**src/rtl/ripple_add_sequencer_if.sv**
```systemverilog
// Request/result handshake bundle for the sliced add/subtract sequencer.
// The requester takes the master modport and the sequencer takes the slave modport.
interface ripple_add_sequencer_if #(
  parameter int WIDTH = 16
);
  logic             in_valid;
  logic             in_ready;
  logic [WIDTH-1:0] a;
  logic [WIDTH-1:0] b;
  logic             cin;
  logic             sub;
  logic             out_valid;
  logic             out_ready;
  logic [WIDTH-1:0] sum;
  logic             cout;
  logic             ovf;
  logic             busy;

  modport master (
    output in_valid, a, b, cin, sub, out_ready,
    input  in_ready, out_valid, sum, cout, ovf, busy
  );

  modport slave (
    input  in_valid, a, b, cin, sub, out_ready,
    output in_ready, out_valid, sum, cout, ovf, busy
  );
endinterface

```
**src/rtl/ripple_add_sequencer.sv**
```systemverilog
// WIDTH-bit add/subtract computed one nibble per cycle through a
// single shared 4-bit ripple-carry adder, least-significant slice first.
module ripple_carry_adder (
  input  logic [3:0] a,
  input  logic [3:0] b,
  input  logic       ci,
  output logic [3:0] s,
  output logic       co
);
  logic [4:0] c;

  assign c[0] = ci;

  for (genvar i = 0; i < 4; i++) begin : g_fa
    assign s[i]   = a[i] ^ b[i] ^ c[i];
    assign c[i+1] = (a[i] & b[i]) | (c[i] & (a[i] ^ b[i]));
  end

  assign co = c[4];
endmodule

module ripple_add_sequencer #(
  parameter int WIDTH = 16
) (
  input logic                  clk,
  input logic                  rst,
  ripple_add_sequencer_if.slave bus
);
  localparam int NSLICE = WIDTH / 4;
  localparam int IW     = $clog2(NSLICE);
  localparam logic [IW-1:0] LAST = IW'(NSLICE - 1);

  typedef enum logic [1:0] {
    IDLE,
    RUN,
    DONE
  } state_t;

  state_t           state;
  logic [IW-1:0]    idx;
  logic             cy;
  logic [WIDTH-1:0] a_reg;
  logic [WIDTH-1:0] b_reg;
  logic [WIDTH-1:0] sum_r;
  logic             cout_r;
  logic             ovf_r;
  logic             out_valid_r;
  logic             busy_r;

  logic [3:0] sl_a;
  logic [3:0] sl_b;
  logic [3:0] sl_s;
  logic       sl_co;

  assign sl_a = a_reg[idx*4 +: 4];
  assign sl_b = b_reg[idx*4 +: 4];

  ripple_carry_adder u_rca (
    .a  (sl_a),
    .b  (sl_b),
    .ci (cy),
    .s  (sl_s),
    .co (sl_co)
  );

  // b_reg holds the effective operand: inverted for subtract
  always_ff @(posedge clk or posedge rst) begin
    if (rst) begin
      state       <= IDLE;
      idx         <= '0;
      cy          <= 1'b0;
      a_reg       <= '0;
      b_reg       <= '0;
      sum_r       <= '0;
      cout_r      <= 1'b0;
      ovf_r       <= 1'b0;
      out_valid_r <= 1'b0;
      busy_r      <= 1'b0;
    end else begin
      unique case (state)
        IDLE: begin
          if (bus.in_valid) begin
            a_reg  <= bus.a;
            b_reg  <= bus.sub ? ~bus.b : bus.b;
            cy     <= bus.sub | bus.cin;
            idx    <= '0;
            busy_r <= 1'b1;
            state  <= RUN;
          end
        end
        RUN: begin
          sum_r[idx*4 +: 4] <= sl_s;
          cy                <= sl_co;
          if (idx == LAST) begin
            cout_r      <= sl_co;
            ovf_r       <= (a_reg[WIDTH-1] == b_reg[WIDTH-1]) &&
                           (sl_s[3] != a_reg[WIDTH-1]);
            out_valid_r <= 1'b1;
            state       <= DONE;
          end else begin
            idx <= idx + 1'b1;
          end
        end
        DONE: begin
          if (bus.out_ready) begin
            out_valid_r <= 1'b0;
            busy_r      <= 1'b0;
            state       <= IDLE;
          end
        end
        default: state <= IDLE;
      endcase
    end
  end

  assign bus.in_ready  = !rst && (state == IDLE);
  assign bus.out_valid = out_valid_r;
  assign bus.sum       = sum_r;
  assign bus.cout      = cout_r;
  assign bus.ovf       = ovf_r;
  assign bus.busy      = busy_r;
endmodule

```
**src/flat_wrapper.sv**
```systemverilog
// flat-port wrapper written by rule: the top's interface ports become plain ports
module ripple_add_sequencer_flat 
#(
  parameter int WIDTH = 16
)
  (clk, rst, bus_in_valid, bus_a, bus_b, bus_cin, bus_sub, bus_out_ready, bus_in_ready, bus_out_valid, bus_sum, bus_cout, bus_ovf, bus_busy);
  ripple_add_sequencer_if #(.WIDTH(WIDTH)) bus_i ();
  input logic clk;
  input logic rst;
  input wire logic [$bits(bus_i.in_valid)-1:0] bus_in_valid;
  input wire logic [$bits(bus_i.a)-1:0] bus_a;
  input wire logic [$bits(bus_i.b)-1:0] bus_b;
  input wire logic [$bits(bus_i.cin)-1:0] bus_cin;
  input wire logic [$bits(bus_i.sub)-1:0] bus_sub;
  input wire logic [$bits(bus_i.out_ready)-1:0] bus_out_ready;
  output wire logic [$bits(bus_i.in_ready)-1:0] bus_in_ready;
  output wire logic [$bits(bus_i.out_valid)-1:0] bus_out_valid;
  output wire logic [$bits(bus_i.sum)-1:0] bus_sum;
  output wire logic [$bits(bus_i.cout)-1:0] bus_cout;
  output wire logic [$bits(bus_i.ovf)-1:0] bus_ovf;
  output wire logic [$bits(bus_i.busy)-1:0] bus_busy;
  assign bus_i.in_valid = bus_in_valid;
  assign bus_i.a = bus_a;
  assign bus_i.b = bus_b;
  assign bus_i.cin = bus_cin;
  assign bus_i.sub = bus_sub;
  assign bus_i.out_ready = bus_out_ready;
  assign bus_in_ready = bus_i.in_ready;
  assign bus_out_valid = bus_i.out_valid;
  assign bus_sum = bus_i.sum;
  assign bus_cout = bus_i.cout;
  assign bus_ovf = bus_i.ovf;
  assign bus_busy = bus_i.busy;
  ripple_add_sequencer #(.WIDTH(WIDTH)) u_core (.clk(clk), .rst(rst), .bus(bus_i));
endmodule
```
**config.mk**
```make
export PLATFORM = sky130hd
export DESIGN_NAME = ripple_add_sequencer_flat
export DESIGN_NICKNAME = d
export VERILOG_FILES = /design/src/rtl/ripple_add_sequencer_if.sv /design/src/rtl/ripple_add_sequencer.sv /design/src/flat_wrapper.sv
export SDC_FILE = /design/constraint.sdc
export NUM_CORES = 1
export LEC_CHECK = 0
export ABC_AREA = 1
export CAP_MARGIN = 10
export CORE_AREA = 2 2 91 93
export CTS_BUF_LIST = sky130_fd_sc_hd__clkbuf_8
export DETAILED_ROUTE_END_ITERATION = 8
export DIE_AREA = 0 0 93 95
export PLACE_DENSITY = 0.66
export SLEW_MARGIN = 20
export SYNTH_ARGS = -nofsm -noshare
export SYNTH_HDL_FRONTEND = slang
export SYNTH_HIERARCHICAL = 1
export SYNTH_SLANG_ARGS = --single-unit
```
**constraint.sdc**
```tcl
create_clock -name clk -period 2.8 [get_ports clk]
set_clock_uncertainty 0.15 [all_clocks]
set_input_delay 0.7 -clock clk [delete_from_list [all_inputs] [get_ports clk]]
set_output_delay 0.7 -clock clk [all_outputs]
set_load 0.02 [all_outputs]
```
[After elaboration in Yosys (flattened, before gate mapping)]
Cells that the tools add are included.
Word-level totals
  register bits: 57
  bits of input ports: 38
  output and inout port bits: 21
  logic and storage cells: 77
Cells by class
  add/subtract/negate cells: 2
  equal/unequal tests: 9
  shifts and indexed selects: 4
  multiplexer cells: 16
  bitwise operators: 22
  reductions and logical operators: 14
Operators by type and width (number)
  4-bit negator with 34-bit output: 1
  4-bit by 34-bit variable shift with 16-bit output, first input constant: 1
  4-bit by 34-bit indexed part select with 16-bit output: 1
  16-bit by 5-bit indexed part select with 4-bit output: 2
  16-bit bitwise mux: 1
  16-bit 2-to-1 mux: 1
  16-bit NOT: 1
  3-bit AND reduction: 4
  2-bit 2-to-1 mux: 5
  1-bit AND: 8
  1-bit bitwise XOR: 8
  2-bit inequality test, second input constant: 3
  1-bit one-hot mux with 2 select lines: 3
  2-bit one-hot mux with 3 select lines: 1
  2-bit AND reduction: 3
  2-bit nonzero test: 3
  1-bit OR: 5
  2-bit == test, second input constant: 2
  1-bit 2-to-1 mux: 4
  2-bit one-hot mux with 2 select lines: 1
  2-bit by 1-bit adder with 2-bit output, second input constant: 1
  2-bit by 1-bit == test with 1-bit output, second input constant: 1
  1-bit logical AND: 2
  2-bit zero test: 1
  4 further kinds: 4

[Logic depth before layout (Yosys ltp)]
Gate-level depths: netlist (run 1).
  word-level depth: 11
  gate-level depth with buffers: 20
  mapped depth without buffers: 19

[Hierarchy]
The synthesis (run 1) kept the hierarchy.
Modules (own cells, without submodules)
  ripple_add_sequencer: times used 1, cells each 362, area each 2977.9 µm², seq. area each 1426.4 µm²
  ripple_carry_adder: times used 1, cells each 14, area each 117.6 µm², seq. area each 0.0 µm²

[Worst setup path before layout (run 1)]
No wires, ideal clock.
  path kind: reg2reg
  start: register u_core.idx[0]
  end: register u_core.sum_r[15] (netlist: u_core/bus.sum[15])
  setup time: 0.065 ns
  arrival: 2.853 ns
  data required time: 2.585 ns
  path slack: -0.268 ns
  stages on the path, launching flop included: 18
  path buffers: 1
  clock period less this slack: 3.068 ns
  cells stage by stage: dfrtp_1 -> inv_2 -> buf_2 -> nand2_1 -> o211ai_1 -> nand2_1 -> fa_1 -> inv_1 -> fa_1 -> inv_1 -> fa_1 -> inv_1 -> fa_1 -> inv_1 -> inv_1 -> nor3_1 -> nand2_1 -> nand2_1
Between the ends
  longest elaborated chain between the ends: 11
  elaborated cells on any way between the ends: 23
  classes of those cells: add/sub (1); shift (4); mux (1); bitwise (17)
Ends and longest elaborated chain
  start, declared: line ripple_add_sequencer.sv:40  | logic [IW-1:0] idx;
  start signal, assigned: line ripple_add_sequencer.sv:101  | idx <= idx + 1'b1;
  16-bit by 5-bit indexed part select with 4-bit output (*): line ripple_add_sequencer.sv:55  | assign sl_a = a_reg[idx*4 +: 4];
  via u_core.sl_a[0]: line ripple_add_sequencer.sv:50  | logic [3:0] sl_a;
  1-bit bitwise XOR: line ripple_add_sequencer.sv:16  | assign c[i+1] = (a[i] & b[i]) | (c[i] & (a[i] ^ b[i]));
  1-bit AND: line ripple_add_sequencer.sv:16
  1-bit OR (*): line ripple_add_sequencer.sv:16
  1-bit AND (*): line ripple_add_sequencer.sv:16
  1-bit OR (*): line ripple_add_sequencer.sv:16
  1-bit AND (*): line ripple_add_sequencer.sv:16
  1-bit OR (*): line ripple_add_sequencer.sv:16
  1-bit bitwise XOR (*): line ripple_add_sequencer.sv:15  | assign s[i] = a[i] ^ b[i] ^ c[i];
  via u_core.sl_s[3]: line ripple_add_sequencer.sv:52  | logic [3:0] sl_s;
  4-bit by 34-bit indexed part select with 16-bit output (*): line ripple_add_sequencer.sv:92  | sum_r[idx*4 +: 4] <= sl_s;
  16-bit bitwise mux (*): line ripple_add_sequencer.sv:92
  end signal, assigned by index: line ripple_add_sequencer.sv:92
  end, declared: line ripple_add_sequencer.sv:44  | logic [WIDTH-1:0] sum_r;
The timed path passes the listed nets; every way through them passes the cells marked *.
A chain may end at the register's enable or synchronous reset.

[Worst setup path in the final report (run 1)]
Same ends and word-level chain as after synthesis.

==> results.md, run 1 <==
- Status: finished, violations left
- Failing checks: setup timing
- Synth cell types: 26
- Worst path cell trace: clkinvlp_4 > o211ai_1 > nand2_1 > fa_2 > inv_2 > fa_2 > inv_2 > fa_2 > inv_2 > fa_1 > inv_2 > inv_2 > nor3_2 > nand2_1 > nand2_1
- Sequential element share of the synthesized area: 46.1%
- Area Overhead vs Synth: 30.5%
- Drt first pass iters: 4
- Clk_lat worst skew: 330 ps
- Max clock buf depth: 2
- Pwr/cell area: 1270 nW/µm²
- Setup-failing EPs final: 5
- Num ports: 59
- Final slew viol count: 0
- Initial core utilization: 39.0%
- Crit Path Category: reg2reg
- Antenna violations before repair: 0
- Layout cells sized above 1: 12.4%
- Hold slack: 324 ps
- Yosys top cell by area: dfrtp_1
- Post-route ant nets: 0
- CP Launch Type: flip-flop
- Register area: 1430 µm²
- Synth area leaders: dfrtp_1 46%, nand2_1 17%, inv_1 5.8%
- Multi-input gate area: 1390 µm²
- Number of DRC markers in iteration 0: 92
- Die height: 95 µm
- CTS tree: built
- Fin crit share: 102%
- DRC viols: 0
- Nets: 494
- Post-synth net total: 423
- Final Non-Filler Cells: 556
- Total CTS buffers: 9
- Nature of the critical path endpoint: flip-flop
- Worst-path clk slew: 60 ps
- Row count: 33
- Area share of the largest cell type after synthesis: 46.1%
- Syn avg cell area: 8.23 µm²
- Reg-to-Reg Start: u_core/idx[0]
- Wire per inst: 11.4 µm
- LEAKAGE: 0.00203 µW
- Pin count of the biggest net entering global routing: 63
- Via count: 2,516
- Fillers: 786
- Mapped Cells: 376
- Critical Path Most Common Cell: inv_2
- Cells after DPL: 537
- Post-Syn Area: 3100 µm²
- Full die area: 8840 µm²
- Crit path from: u_core/idx[0]
- Setup ws final: -51.0 ps
- Hold_buf cts: 0
- Final GP Congestion: 0.849
- N_diodes: 0
- Hold Path Origin: u_core/a_reg[4]
- Htree depth: 3
- RSZ-0062 raised after global routing: yes
- Synthesis Warnings: 6
- Slowest-stage cell, CP: dfrtp_2
- Max incr delay on CP: 420 ps
- Drt total wl: 6360 µm
- Fmax: 351 MHz
- All-Layer GR Usage: 16.3%
- Rel. slew slack: 61.8%
- Yosys reg bits: 57
- Vias per cell: 4.53
- Hpwl dp: 4900 µm
- Root Buffer: clkbuf_8
- Hold Vio Cnt, Final: 0
- Worst slew pin tran: 573 ps
- Vias in the first global route: 2,494
- Total global routing overflow: 0
- Core Area: 7930 µm²
- VDD IR-drop max: 0.418 mV
- Setup tns final: -182 ps
- First-pass GRT wire length: 11,200 µm
- Clk sinks: 57
- Max-cap violations: 0
- Type of the worst min-delay path: reg2reg
- Die Wd: 93 µm
- IO Port Bufs: 58
- Crit path required time: 2920 ps
- Worst EP arrival: 2970 ps
- Final min period: 2850 ps
- Crit Path Max Fanout: 4
[worst max-delay path, delay by kind of cell (launching register included)]
family / cells / cell delay (ps)
adder cells (fa/ha/maj): 4 / 1270
flip-flops: 1 / 420
buffers and inverters: 6 / 410
AND/OR/NAND/NOR: 4 / 360
AO/OA/AOI/OAI: 1 / 170
[worst paths after layout]
check	end	cells past startpoint	slack, ps
worst max-delay path	u_core/bus.sum[15]	15	-50
worst min-delay path	u_core/a_reg[4]	2	320
worst max register to register	u_core/bus.sum[15]	15	-50
worst min register to register	u_core/a_reg[4]	2	320
max in group asynchronous	u_core/b_reg[2]	3	1360
min in group asynchronous	u_core/cy	2	610
[metal layers]
metal | up-vias | part of all wire (%) | global-route usage, %
li1 | 1305 | - | -
met4 | 0 | 1.8 | 7.35
met1 | 1150 | 45 | 20.7
met3 | 9 | 3.6 | 3.11
met2 | 52 | 49 | 27.2
met5 | - | 0 | 0
[logic make-up (layout without fill, tap and decap cells)]
family | Yosys count | in the layout | share of synthesized area, %
simple gates | 186 | 186 | 26.5
buf+inv | 65 | 140 | 9.74
flops | 57 | 57 | 46.1
compound gates | 43 | 43 | 8.57
xor+xnor | 16 | 16 | 4.53
fa+ha+maj | 9 | 9 | 4.61
[layout by cell type (no fill, tap or decap), types with 7 or more instances in the layout]
cell             count
nand2_1            138
o21ai_1             17
nand3_1             13
clkbuf_8             9
xnor2_1             16
o211ai_1            12
clkdlybuf4s50_1     57
dfrtp_1             56
buf_4               15
inv_1               44
nor2_1              15
o21a_1               8
inv_2                7
[power breakdown]
group / internal [µW] / total (µW) / switching [µW]
sequential: 1210 / 1460 / 248
combinational: 1230 / 2960 / 1730
clock: 394 / 702 / 307
[synth_stat cells (all sizes together)]
library cell and count:
nand2 141, nor3 5, inv 50, clkbuf 3
xnor2 16, buf 12, fa 4, nand4 2
o211ai 12, nand3 17, dfrtp 57, or2 1
nor2 20, o21ai 23, ha 5, o21a 8
[layout make-up]
| class | instances | share of cell area (%) |
|---|---|---|
| clock buffer | 9 | 3.07 |
| clock inverter | 6 | 1.30 |
| inverter | 50 | 4.71 |
| multi-input combinational | 254 | 34.4 |
| sequential | 57 | 35.3 |
| tap | 105 | 3.25 |
| timing repair buffer | 74 | 17.7 |
| timing repair inverter | 1 | 0.186 |
[stage by stage]
step | utilization (%) | instance area (µm²) | setup slack, ps | power, µW
6_report | 50.9 | 4040 | -51.0 | 5120
5_1_grt | 50.9 | 4040 | -226 | 5610
4_1_cts | 50.8 | 4030 | -45.4 | 5110
3_5_place_dp | 48.2 | 3820 | -48.5 | 4340
3_3_place_gp | 48.2 | 3820 | 30.2 | 4290
2_1_floorplan | - | 3140 | -70.1 | 3540
[repair_timing]
action,in CTS,in global routing
setup endpoints to repair,5,8
buffers inserted,2,1
gates cloned,1,0
pin swaps,4,1
gates resized for setup,2,1
(Power assumes the default switching activity.)
==> run 2, diff against run 1 <==
Settings changed: PLACE_DENSITY 0.66 to not set.
Clock period 2.8 ns to 3.1 ns, I/O delays scaled along.
==> run 2 against run 1 <==
The run now ends clean. Routed wire length fell by 1.8%. Fmax shrank 3.4%. Register-to-register slack better by 200 ps. First-iteration DRC count fell by 26%. Die area did not move. Critical endpoint is now u_core/bus.sum[7]. Largest power group unchanged.
==> results.md, run 2 (synthesis results as in run 1) <==
- Status: finished clean
- Reg2Reg Depth: 16
- Most frequent cells in the layout: 139 x nand2_1, 58 x clkdlybuf4s50_1, 56 x dfrtp_1
- Worst EP arrival: 3070 ps
- Hold_buf cts: 0
- Drt first pass iters: 4
- Crit Path Category: reg2reg
- Number of DRC markers in iteration 0: 68
- Sequential Power Share: 28.5%
- Hpwl dp: 4760 µm
- N_diodes: 0
- Htree depth: 3
- LEAKAGE: 0.00202 µW
- Antenna violations before repair: 0
- IO Port Bufs: 58
- Root Buffer: clkbuf_8
- Cells after DPL: 534
- Row count: 33
- Worst hold stages: 2
- Core Area: 7930 µm²
- VDD IR-drop max: 0.453 mV
- Total CTS buffers: 9
- Switching pwr: 2050 µW
- Vias in the first global route: 2,390
- Internal power: 2530 µW
- Hold Vio Cnt, Final: 0
- Pwr/cell area: 1140 nW/µm²
- Most common cell after layout, fill and taps aside: nand2_1
- Type of the worst min-delay path: reg2reg
- RSZ-0062 raised after global routing: yes
- Core Util, Final: 50.8%
- CP Launch Type: flip-flop
- Final slew viol count: 0
- Post-route ant nets: 0
- Initial core utilization: 39.0%
- Drt total wl: 6240 µm
- DRC viols: 0
- Wire per inst: 11.3 µm
- CTS tree: built
- Fin crit share: 95.2%
- Full die area: 8840 µm²
- Final min period: 2950 ps
- Layout cells sized above 1: 10.7%
- Num ports: 59
- Nets: 491
- Via count: 2,478
- Sw Share: 44.7%
- Clk pwr share: 14.2%
- Reg-to-reg slack, setup: 150 ps
- Logic gate share of total power: 57.3%
- Total global routing overflow: 0
- Worst slew pin tran: 584 ps
- Nature of the critical path endpoint: flip-flop
- Area Overhead vs Synth: 30.0%
- First-pass GRT wire length: 10,700 µm
- Final Non-Filler Cells: 554
- Die height: 95 µm
- Clk_lat worst skew: 330 ps
- Rel. slew slack: 61.1%
- Max clock buf depth: 2
- Worst-path clk slew: 60 ps
- Pin count of the biggest net entering global routing: 63
- All-Layer GR Usage: 15.8%
- Max-cap violations: 0
- Clk sinks: 57
- Setup-failing EPs final: 0
- Final GP Congestion: 0.887
- Fmax: 339 MHz
- Vias per cell: 4.47
- Crit Path Max Fanout: 6
- Crit path required time: 3220 ps
- Die Wd: 93 µm
run 2: routing by layer:
layer	wire [µm]	global-route usage [%]
met1	2980	20.0
met2	2880	25.2
met3	225	3.67
met4	157	8.09
met5	0	0
run 2: critical path, cell delays in order, from the launching register on:
cell	delay, ps
dfrtp_1	390
inv_4	60
buf_6	120
o211ai_1	180
nand2_1	120
fa_2	370
inv_2	60
fa_1	160
inv_1	60
fa_2	330
inv_2	60
fa_1	420
inv_2	80
inv_2	50
nor3_4	160
nand2_1	70
nand2_1	50
run 2: worst paths after layout:
| kind | startpoint | to |
|---|---|---|
| worst max-delay path | u_core/idx[0] | u_core/bus.sum[7] |
| worst min-delay path | u_core/a_reg[13] | u_core/a_reg[13] |
| worst min register to register | u_core/a_reg[13] | u_core/a_reg[13] |
| min in group asynchronous | rst | u_core/bus.busy |
| max in group asynchronous | rst | u_core/idx[1] |
| worst max register to register | u_core/idx[0] | u_core/bus.sum[7] |
run 2: power groups by stage:
stage / combinational [µW] / sequential [µW] / clock (µW)
3_3_place_gp: 2450 / 1310 / 0
4_1_cts: 2490 / 1300 / 673
6_report: 2620 / 1300 / 651
5_1_grt: 3000 / 1350 / 703
3_5_place_dp: 2490 / 1310 / 0
2_1_floorplan: 1660 / 1400 / 0
run 2: per-stage QoR:
step	setup TNS (ps)	setup slack [ps]	area [µm²]	hold slack, ps	total power [µW]
after floorplan	0	31.6	3100	292	3070
after global placement	0	158	3780	312	3760
after detailed placement	0	39.5	3780	309	3800
after CTS	0	23.4	3970	324	4470
after global routing	-59.9	-35.6	4020	341	5050
final	0	150	4020	324	4580
run 2: timing repair:
item / 4_1_cts / 5_1_grt
endpoints found under the setup margin: 0 / 5
resized for setup: 0 / 14
buffers inserted: 0 / 4
hold endpoints to repair: 0 / 0
run 2: area by class of cell:
cell class	count	area, µm²
fillers	804	3900
flip-flops and latches	57	1430
multi-input cells	254	1380
repair buffers	72	702
inverters	50	190
clock buffers	10	138
well taps	105	131
clock inverters	6	51.3
==> run 3, diff against run 2 <==
Settings changed: CTS_CLUSTER_SIZE set to 40, GPL_TIMING_DRIVEN set to 0.
==> run 3 against run 2 <==
Global-route usage increased by 1.4 points. Cell area rose by 2.3%. Clock-buffer cell count is 1 lower. Utilization is 1.2 points higher. Sequential share of layout area decreased by 0.76 points. Die area did not move. Combinational power is 9.2% higher. Sequential power hardly changed. Critical path type unchanged.
==> results.md, run 3 (synthesis results as in run 1) <==
- Vias per cell: 4.57
- Pin count of the biggest net entering global routing: 58
- CTS tree: built
- Worst EP arrival: 3090 ps
- Overall power: 4760 µW
- Total CTS buffers: 9
- Full die area: 8840 µm²
- N_diodes: 0
- Critical Path Most Common Cell: inv_2
- Antenna violations before repair: 0
- Drt first pass iters: 4
- Status: finished clean
- Fillers: 811
- Setup-failing EPs final: 0
- Htree depth: 3
- Rel. slew slack: 52.6%
- Worst-path clk slew: 70 ps
- Core Area: 7930 µm²
- Row count: 33
- Reg-to-Reg Start: u_core/idx[0]
- Die Wd: 93 µm
- RSZ-0062 raised after global routing: yes
- Crit path required time: 3190 ps
- Clk_lat worst skew: 340 ps
- Reg-to-reg slack, setup: 100 ps
- Pwr/cell area: 1160 nW/µm²
- Root Buffer: clkbuf_8
- First-pass GRT wire length: 11,600 µm
- Clk sinks: 57
- Worst path cell trace: inv_4 > buf_8 > o211ai_1 > nand2_1 > fa_2 > inv_2 > fa_2 > inv_2 > fa_2 > inv_2 > fa_1 > inv_2 > inv_2 > nand3_1 > nand2_1 > nand2_1 > nand2_1
- Fin crit share: 96.7%
- Hold_buf cts: 0
- CP Launch Type: flip-flop
- Crit Path Category: reg2reg
- Most common cell after layout, fill and taps aside: nand2_1
- Initial core utilization: 39.0%
- Post-route ant nets: 0
- Final GP Congestion: 0.838
- LEAKAGE: 0.00204 µW
- Reg-to-Reg End: u_core/bus.ovf
- Final slew viol count: 0
- Wire per inst: 12.0 µm
- Die height: 95 µm
- Nets: 502
- Hold Path Origin: u_core/bus.sum[5]
- DRC viols: 0
- Reg2Reg Depth: 17
- Cells after DPL: 537
- Fmax: 333 MHz
- Final Non-Filler Cells: 565
- Max-cap violations: 0
- Worst hold stages: 2
- Vias in the first global route: 2,559
- VDD IR-drop max: 0.404 mV
- Worst slew pin tran: 711 ps
- Hpwl dp: 4870 µm
- Drt total wl: 6790 µm
- Area Overhead vs Synth: 32.9%
- Most frequent cells in the layout: 137 x nand2_1, 56 x clkdlybuf4s50_1, 55 x dfrtp_1
- Crit Path Max Fanout: 9
- Num ports: 59
- Via count: 2,582
- Hold Vio Cnt, Final: 0
- Slowest-stage cell, CP: dfrtp_2
- Max clock buf depth: 2
- All-Layer GR Usage: 17.2%
- Hold Path Sink: u_core/bus.sum[5]
- Number of DRC markers in iteration 0: 69
- Nature of the critical path endpoint: flip-flop
- Type of the worst min-delay path: reg2reg
- Layout cells sized above 1: 15.4%
- IO Port Bufs: 56
- Final min period: 3000 ps
- Max incr delay on CP: 410 ps
- Total global routing overflow: 0
## run 3: where the power goes
part / switching [µW] / total [µW] / internal [µW]
clock: 320 / 607 / 287
sequential: 199 / 1290 / 1090
combinational: 1700 / 2860 / 1170
total: 2220 / 4760 / 2550
## run 3: per-layer routing
layer,share of wire [%],GRT usage [%],up-vias,wire [µm]
li1,-,-,1316,-
met1,46,21.1,1191,3110
met2,48,28.8,61,3240
met3,4.2,4.07,14,288
met4,2.3,7.60,0,157
met5,0,0,-,0
## run 3: worst max-delay path: cells and delay by family, from the launching register on
family,cells,cell delay (ps)
simple gates,5,340
fa+ha+maj,4,1300
buf+inv,7,530
compound gates,1,150
flops,1,410
## run 3: layout make-up
type,count,area (µm²),area share [%]
Inverter,50,193,4.68
Tap cell,105,131,3.19
Buffer,15,140,3.41
Clock inverter,7,46.3,1.12
Timing Repair Buffer,68,651,15.8
Sequential cell,57,1430,34.7
Clock buffer,9,124,3.01
Multi-Input combinational cell,254,1400,34.1
## run 3: worst max-delay path by stage
stage	from	to	slack, ps
after detailed placement	u_core/idx[0]	u_core/bus.sum[15]	-440
after floorplan	u_core/idx[0]	u_core/bus.sum[15]	30
after global placement	u_core/idx[0]	u_core/bus.sum[15]	-400
final	u_core/idx[0]	u_core/bus.ovf	100
after global routing	u_core/idx[0]	u_core/bus.sum[15]	-40
after CTS	u_core/idx[0]	u_core/bus.sum[15]	2
## run 3: through the flow
stage / setup slack, ps / utilization, % / TNS [ps] / area (µm²) / hold slack, ps
3_3_place_gp: -404 / 47.8 / -15730 / 3790 / 313
6_report: 101 / 51.9 / 0 / 4120 / 327
5_1_grt: -39.1 / 51.9 / -112 / 4120 / 358
4_1_cts: 2.24 / 51.2 / 0 / 4060 / 330
3_5_place_dp: -439 / 47.8 / -1770 / 3790 / 314
2_1_floorplan: 31.6 / - / 0 / 3100 / 292
## run 3: repair_timing
action | 4_1_cts | 5_1_grt
pin swaps | 5 | 8
setup endpoints to repair | 8 | 6
resized for setup | 16 | 13
setup buffers | 8 | 4
